===== src/rtl/bcd_add_pkg.sv =====
// Shared definitions for the BCD adder control path and datapath.
// Holds the op index encoding, the controller state encoding and the op
// sequencing helper.
package bcd_add_pkg;

  localparam int unsigned NUM_OPS = 7;
  localparam int unsigned OP_W    = 3;

  // Op index encoding; also the bit position of each request/ack line
  localparam logic [OP_W-1:0] OP_INIT    = 3'd0;
  localparam logic [OP_W-1:0] OP_LOAD_A  = 3'd1;
  localparam logic [OP_W-1:0] OP_DISP_A  = 3'd2;
  localparam logic [OP_W-1:0] OP_LOAD_B  = 3'd3;
  localparam logic [OP_W-1:0] OP_DISP_B  = 3'd4;
  localparam logic [OP_W-1:0] OP_DISP_LS = 3'd5;
  localparam logic [OP_W-1:0] OP_DISP_MS = 3'd6;

  typedef enum logic [1:0] {
    ST_REQ  = 2'd0,
    ST_REL  = 2'd1,
    ST_WAIT = 2'd2,
    ST_ERR  = 2'd3
  } ctrl_state_t;

  // INIT is never revisited: after the last display the sequence wraps to LOAD_A
  function automatic logic [OP_W-1:0] next_op(input logic [OP_W-1:0] op);
    return (op == OP_DISP_MS) ? OP_LOAD_A : OP_W'(op + 3'd1);
  endfunction

endpackage


===== src/rtl/bcd_add_controller_hs_watchdog.sv =====
// Handshake watchdog: counts cycles spent in one handshake phase.
// Ports: clock, reset (sync, active-high), clr (restart count), en (count this
// cycle), timeout_c (combinational: this is the ACK_TIMEOUT-th waiting cycle).
// ACK_TIMEOUT = 0 disables the timeout.
module hs_watchdog #(
  parameter int unsigned ACK_TIMEOUT = 16,
  parameter int unsigned TW          = 5
) (
  input  logic clock,
  input  logic reset,
  input  logic clr,
  input  logic en,
  output logic timeout_c
);

  // cnt holds the number of waiting cycles already completed in this phase
  localparam logic [TW-1:0] LAST = (ACK_TIMEOUT == 0) ? '0 : TW'(ACK_TIMEOUT - 1);
  localparam logic          ENABLED = (ACK_TIMEOUT != 0);

  logic [TW-1:0] cnt;

  // Saturating cycle counter
  always_ff @(posedge clock) begin
    if (reset || clr) begin
      cnt <= '0;
    end else if (en && (cnt != '1)) begin
      cnt <= cnt + TW'(1);
    end
  end

  assign timeout_c = ENABLED && en && (cnt == LAST);

endmodule


===== src/rtl/bcd_add_controller.sv =====
// Control-path initiator for bcd_add_datapath. Runs one four-phase req/ack
// handshake per op, INIT once after reset, then one op per step pulse.
// Ports: clock, reset (sync, active-high), step, seven *_ack inputs from the
// datapath, seven request outputs, phase (current op), busy, op_done (pulse),
// error (sticky until reset). All outputs are registered.
module bcd_add_controller
  import bcd_add_pkg::*;
#(
  parameter int unsigned ACK_TIMEOUT = 16,
  parameter int unsigned TW          = 5
) (
  input  logic            clock,
  input  logic            reset,
  input  logic            step,
  input  logic            init_ack,
  input  logic            load_a_ack,
  input  logic            load_b_ack,
  input  logic            display_a_ack,
  input  logic            display_b_ack,
  input  logic            display_ls_ack,
  input  logic            display_ms_ack,
  output logic            init,
  output logic            load_a,
  output logic            load_b,
  output logic            display_a,
  output logic            display_b,
  output logic            display_ls,
  output logic            display_ms,
  output logic [OP_W-1:0] phase,
  output logic            busy,
  output logic            op_done,
  output logic            error
);

  ctrl_state_t          state, state_nxt;
  logic [OP_W-1:0]      op_idx, op_nxt;
  logic [NUM_OPS-1:0]   ack_vec, op_mask;
  logic                 cur_ack, other_ack;
  logic                 rel_exit;
  logic                 timeout_c;

  logic [NUM_OPS-1:0]   req_c, req_q;
  logic                 busy_c, busy_q, error_c, error_q;
  logic                 done_pend, op_done_q;
  logic [OP_W-1:0]      phase_q;

  // Ack lines packed in op-index order
  assign ack_vec = {display_ms_ack, display_ls_ack, display_b_ack, load_b_ack,
                    display_a_ack, load_a_ack, init_ack};
  assign op_mask   = NUM_OPS'(1) << op_idx;
  assign cur_ack   = |(ack_vec & op_mask);
  assign other_ack = |(ack_vec & ~op_mask);

  hs_watchdog #(
    .ACK_TIMEOUT (ACK_TIMEOUT),
    .TW          (TW)
  ) u_watchdog (
    .clock     (clock),
    .reset     (reset),
    .clr       (state_nxt != state),
    .en        ((state == ST_REQ) || (state == ST_REL)),
    .timeout_c (timeout_c)
  );

  // State and op index register
  always_ff @(posedge clock) begin
    if (reset) begin
      state  <= ST_REQ;
      op_idx <= OP_INIT;
    end else begin
      state  <= state_nxt;
      op_idx <= op_nxt;
    end
  end

  // Next state, op advance and Moore output decode
  always_comb begin
    state_nxt = state;
    op_nxt    = op_idx;
    rel_exit  = 1'b0;
    req_c     = '0;
    busy_c    = 1'b0;
    error_c   = 1'b0;
    case (state)
      ST_REQ: begin
        req_c  = op_mask;
        busy_c = 1'b1;
        if (timeout_c || other_ack) begin
          state_nxt = ST_ERR;
        end else if (cur_ack) begin
          state_nxt = ST_REL;
        end
      end
      ST_REL: begin
        busy_c = 1'b1;
        if (timeout_c || other_ack) begin
          state_nxt = ST_ERR;
        end else if (!cur_ack) begin
          state_nxt = ST_WAIT;
          rel_exit  = 1'b1;
        end
      end
      ST_WAIT: begin
        if (step) begin
          state_nxt = ST_REQ;
          op_nxt    = next_op(op_idx);
        end
      end
      ST_ERR: begin
        error_c = 1'b1;
      end
      default: begin
        state_nxt = ST_ERR;
      end
    endcase
  end

  // Output registers; op_done trails the REL exit by one extra cycle
  always_ff @(posedge clock) begin
    if (reset) begin
      req_q     <= '0;
      busy_q    <= 1'b0;
      error_q   <= 1'b0;
      phase_q   <= OP_INIT;
      done_pend <= 1'b0;
      op_done_q <= 1'b0;
    end else begin
      req_q     <= req_c;
      busy_q    <= busy_c;
      error_q   <= error_c;
      phase_q   <= op_idx;
      done_pend <= rel_exit;
      op_done_q <= done_pend;
    end
  end

  assign init       = req_q[OP_INIT];
  assign load_a     = req_q[OP_LOAD_A];
  assign display_a  = req_q[OP_DISP_A];
  assign load_b     = req_q[OP_LOAD_B];
  assign display_b  = req_q[OP_DISP_B];
  assign display_ls = req_q[OP_DISP_LS];
  assign display_ms = req_q[OP_DISP_MS];
  assign phase      = phase_q;
  assign busy       = busy_q;
  assign op_done    = op_done_q;
  assign error      = error_q;

endmodule


===== config.mk =====
export PLATFORM = sky130hd
export DESIGN_NAME = bcd_add_controller
export DESIGN_NICKNAME = d
export VERILOG_FILES = /design/src/rtl/bcd_add_pkg.sv /design/src/rtl/bcd_add_controller_hs_watchdog.sv /design/src/rtl/bcd_add_controller.sv
export SDC_FILE = /design/constraint.sdc
export NUM_CORES = 1
export LEC_CHECK = 0
export BUFFER_PORTS_ARGS = -buffer_cell sky130_fd_sc_hd__buf_4
export CAP_MARGIN = 0
export CORE_AREA = 2 2 50 52
export DETAILED_ROUTE_END_ITERATION = 12
export DIE_AREA = 0 0 52 54
export PLACE_DENSITY_LB_ADDON = 0.25
export SETUP_SLACK_MARGIN = 0.02
export SLEW_MARGIN = 5
export SYNTH_ARGS = -nofsm -noshare
export SYNTH_HDL_FRONTEND = slang
export SYNTH_HIERARCHICAL = 1
export SYNTH_SLANG_ARGS = --single-unit
export TNS_END_PERCENT = 1

===== constraint.sdc =====
create_clock -name clock -period 2.3 [get_ports clock]
set_input_delay 0.46 -clock clock [delete_from_list [all_inputs] [get_ports clock]]
set_output_delay 0.46 -clock clock [all_outputs]
set_load 0.05 [all_outputs]

==> results.cfg <==
[outcome]
status = finished, final reports clean

[route]
routed_via_density = 5.21
ant_nets = 0
drc_errors = 0
wl_per_cell_um = 12.1
wirelength_um = 2080
drt-pass1-iter-count = 4
drt_iter0_drc = 12
vias = 896

[synthesis]
yosysSeqAreaShare_pct = 43.5
synth_area_leaders = dfxtp_1 (44%), ha_1 (4.5%), nor2_1 (4.4%)
synth_largest_area_cell = dfxtp_1
yosysTopAreaCellShare_pct = 43.5
ys_ff_latch = 24
synth_cell_types = 39
synth_cells = 115
synthesis.area_mm2 = 0.00110
synth_area_per_cell_um2 = 9.60
ys_warn_count = 6
synth.net_count = 129

[setup_path]
critPathArrivalTime_ps = 2380
cp_data_required_time_ps = 2530
cp_max_fo = 5
path_common_cell = ha_1
r2r-end = u_watchdog/cnt[4]$_SDFFE_PP0P_
crit_path_cell_trace = ha_1 > and3_1 > ha_1 > and2_1 > a2111oi_4 > and4_4 > o22ai_1 > or2_4 > a211oi_2
startpoint_type = flip-flop
r2r_start = u_watchdog/cnt[0]$_SDFFE_PP0P_
cp_slowest_cell = dfxtp_2
crit_path_end_kind = flip-flop
r2r_slack_ps = 140
reg2reg_depth = 9
critPathMaxStageDelay_ps = 360
cp_top_family = simple AND/OR/NAND/NOR gates
timing_worst_setup_path_type = flip-flop to flip-flop
critPathBufInv = 0

[finish]
multiInputGateArea_um2 = 578
n_antenna_cell = 0
nNetsFinal = 157
final_cell_mix = buf_4 (27), dfxtp_1 (23), nor2_1 (13)
final_common_cell = buf_4
drive_above_1_share_pct = 28.9
ff_latch_area_um2 = 482
final_area_mm2 = 0.00137
area_growth_syn_to_layout_pct = 24.3
final_cells = 172
utilization_pct = 59.1
n_fill_cell = 210

[place]
io_buffers = 22
place_ws_ps = -4.90
placed_cell_area_mm2 = 0.00130
gp_congestion = 0.775
dp_hpwl_um = 1630
dpl.cell_count = 167

[job]
maxCapViolations = 0

[power_and_ir_drop]
powerDensity_mw_per_mm2 = 613
switchingPower_w = 0.000190
p_comb_share_pct = 13.6
p_leak_nw = 0.594
p_clk_share_pct = 34.9
p_sw_share_pct = 22.6
peakVddDrop_mv = 0.414
p_seq_share_pct = 51.5
p_int_w = 0.000651

[sta]
fin_ws_ps = 143
fin_crit_sh_pct = 93.8
max_freq_ghz = 0.464
setup_violations = 0
timing.setup.tns_ps = 0
tightest_slew_ps = 393
hold_viol = 0
fin_worst_skew_ps = 1.77
final_max_slew_viol_count = 0
relSlewSlack_pct = 73.6
rsz0062_at_grt = no
fin_crit_ps = 2160

[floorplanning]
dieArea_mm2 = 0.00281
fp-row-count = 18
io_pins = 23
start_util_pct = 47.6
die_h_um = 54
coreArea_mm2 = 0.00232
die_x_um = 52

[clock_tree]
cts_root_buffer = clkbuf_4
insertion_delay_ps = 300
numCtsBuffers = 3
cts_hold_buf = 0
cts_max_path_buffers = 2
h-tree-depth = 1
cts_tree = yes
clk_pin_slew_worst_paths_ps = 130
cts.sinks = 24

[grt]
use_met1_pct = 19.5
met3_usage_pct = 2.50
grt_usage_pct = 17.3
grt_pass1_vias = 814
grt-ovfl-total = 0
top_usage_layer = met2
grt_use_met2_pct = 32.7
grt_pass1_wl_um = 3550
antenna_found_initial = 0
grt_max_degree = 15

[hold_path]
hold_depth = 2
holdCritPathClass = input port to flip-flop
hold_end = phase[0]$_SDFF_PP0_
min-delay-start = reset
==> registers in the layout, summed over array words and instances, names as in the netlist <==
name            flops
req_q               7
u_watchdog/cnt      5
op_idx              3
phase               3
state               2
busy                1
done_pend           1
error               1
op_done             1
==> synth_stat cells <==
master,n
and2b_4,1
nand3b_4,1
dfxtp_1,24
o2bb2ai_1,1
xnor2_1,2
a21o_1,2
a21oi_1,5
o31a_1,1
or2_2,3
nand3b_1,2
clkbuf_1,1
buf_4,1
inv_1,5
o41ai_1,1
o21a_1,1
buf_6,2
nand3_1,1
a31oi_1,2
or4_1,1
nand2_1,4
mux2_2,1
nor2b_1,3
a2111oi_4,1
nand2b_1,4
ha_1,4
and2_1,4
xor2_1,1
nor2_1,13
a311oi_1,1
o22ai_1,3
mux2i_1,4
a211oi_1,1
or2b_1,1
and4_4,1
and4_1,1
and3_1,1
or3_1,1
o21ai_0,3
nor3_1,6
==> logic make-up after synthesis <==
logic type      synth area share (%)
compound gates                  14.9
xor+xnor                        2.38
fa+ha+maj                       4.54
buf+inv                         4.76
flops                           43.5
mux                             4.65
simple gates                    25.3
==> per-layer routing <==
| layer | wire length, um | part of all wire (%) |
|---|---|---|
| met1 | 843 | 41 |
| met3 | 91 | 4.4 |
| met2 | 1120 | 54 |
| met4 | 20 | 0.96 |
| met5 | 0 | 0 |
==> layout make-up <==
class,instances,area share (%)
multi-input cells,82,42.2
flip-flops and latches,24,35.1
repair buffers,27,14.8
well taps,30,2.74
clock inverters,1,2.19
clock buffers,3,1.64
inverters,5,1.37
==> power by group through the flow <==
stage	registers [W]	logic [W]	clock network (W)
4_1_cts	0.000433	0.000113	0.000306
2_1_floorplan	0.000457	0.0000591	0
3_5_place_dp	0.000442	0.000112	0
3_3_place_gp	0.000441	0.000111	0
6_report	0.000433	0.000114	0.000294
5_1_grt	0.000435	0.000125	0.000322
==> repair_timing <==
item,4_1_cts,5_1_grt
setup buffers,0,1
setup endpoints to repair,1,5
gates resized for setup,1,2
pin swaps,0,1
==> worst max-delay path by stage <==
stage / from / endpoint / slack, ps / cells past startpoint
2_1_floorplan: u_watchdog/cnt[0]$_SDFFE_PP0P_ / u_watchdog/cnt[4]$_SDFFE_PP0P_ / 210 / 9
3_3_place_gp: u_watchdog/cnt[0]$_SDFFE_PP0P_ / u_watchdog/cnt[4]$_SDFFE_PP0P_ / 150 / 9
3_5_place_dp: u_watchdog/cnt[0]$_SDFFE_PP0P_ / u_watchdog/cnt[4]$_SDFFE_PP0P_ / -5 / 9
4_1_cts: u_watchdog/cnt[0]$_SDFFE_PP0P_ / u_watchdog/cnt[4]$_SDFFE_PP0P_ / 20 / 9
5_1_grt: u_watchdog/cnt[0]$_SDFFE_PP0P_ / u_watchdog/cnt[1]$_SDFFE_PP0P_ / 30 / 9
6_report: u_watchdog/cnt[0]$_SDFFE_PP0P_ / u_watchdog/cnt[4]$_SDFFE_PP0P_ / 140 / 9
==> stage by stage <==
| stage | total power, W | hold slack (ps) |
|---|---|---|
| 2_1_floorplan | 0.000516 | 414 |
| 3_3_place_gp | 0.000552 | 418 |
| 3_5_place_dp | 0.000554 | 431 |
| 4_1_cts | 0.000852 | 393 |
| 5_1_grt | 0.000882 | 398 |
| 6_report | 0.000841 | 409 |
No activity file was read; power rests on OpenSTA's default activity.
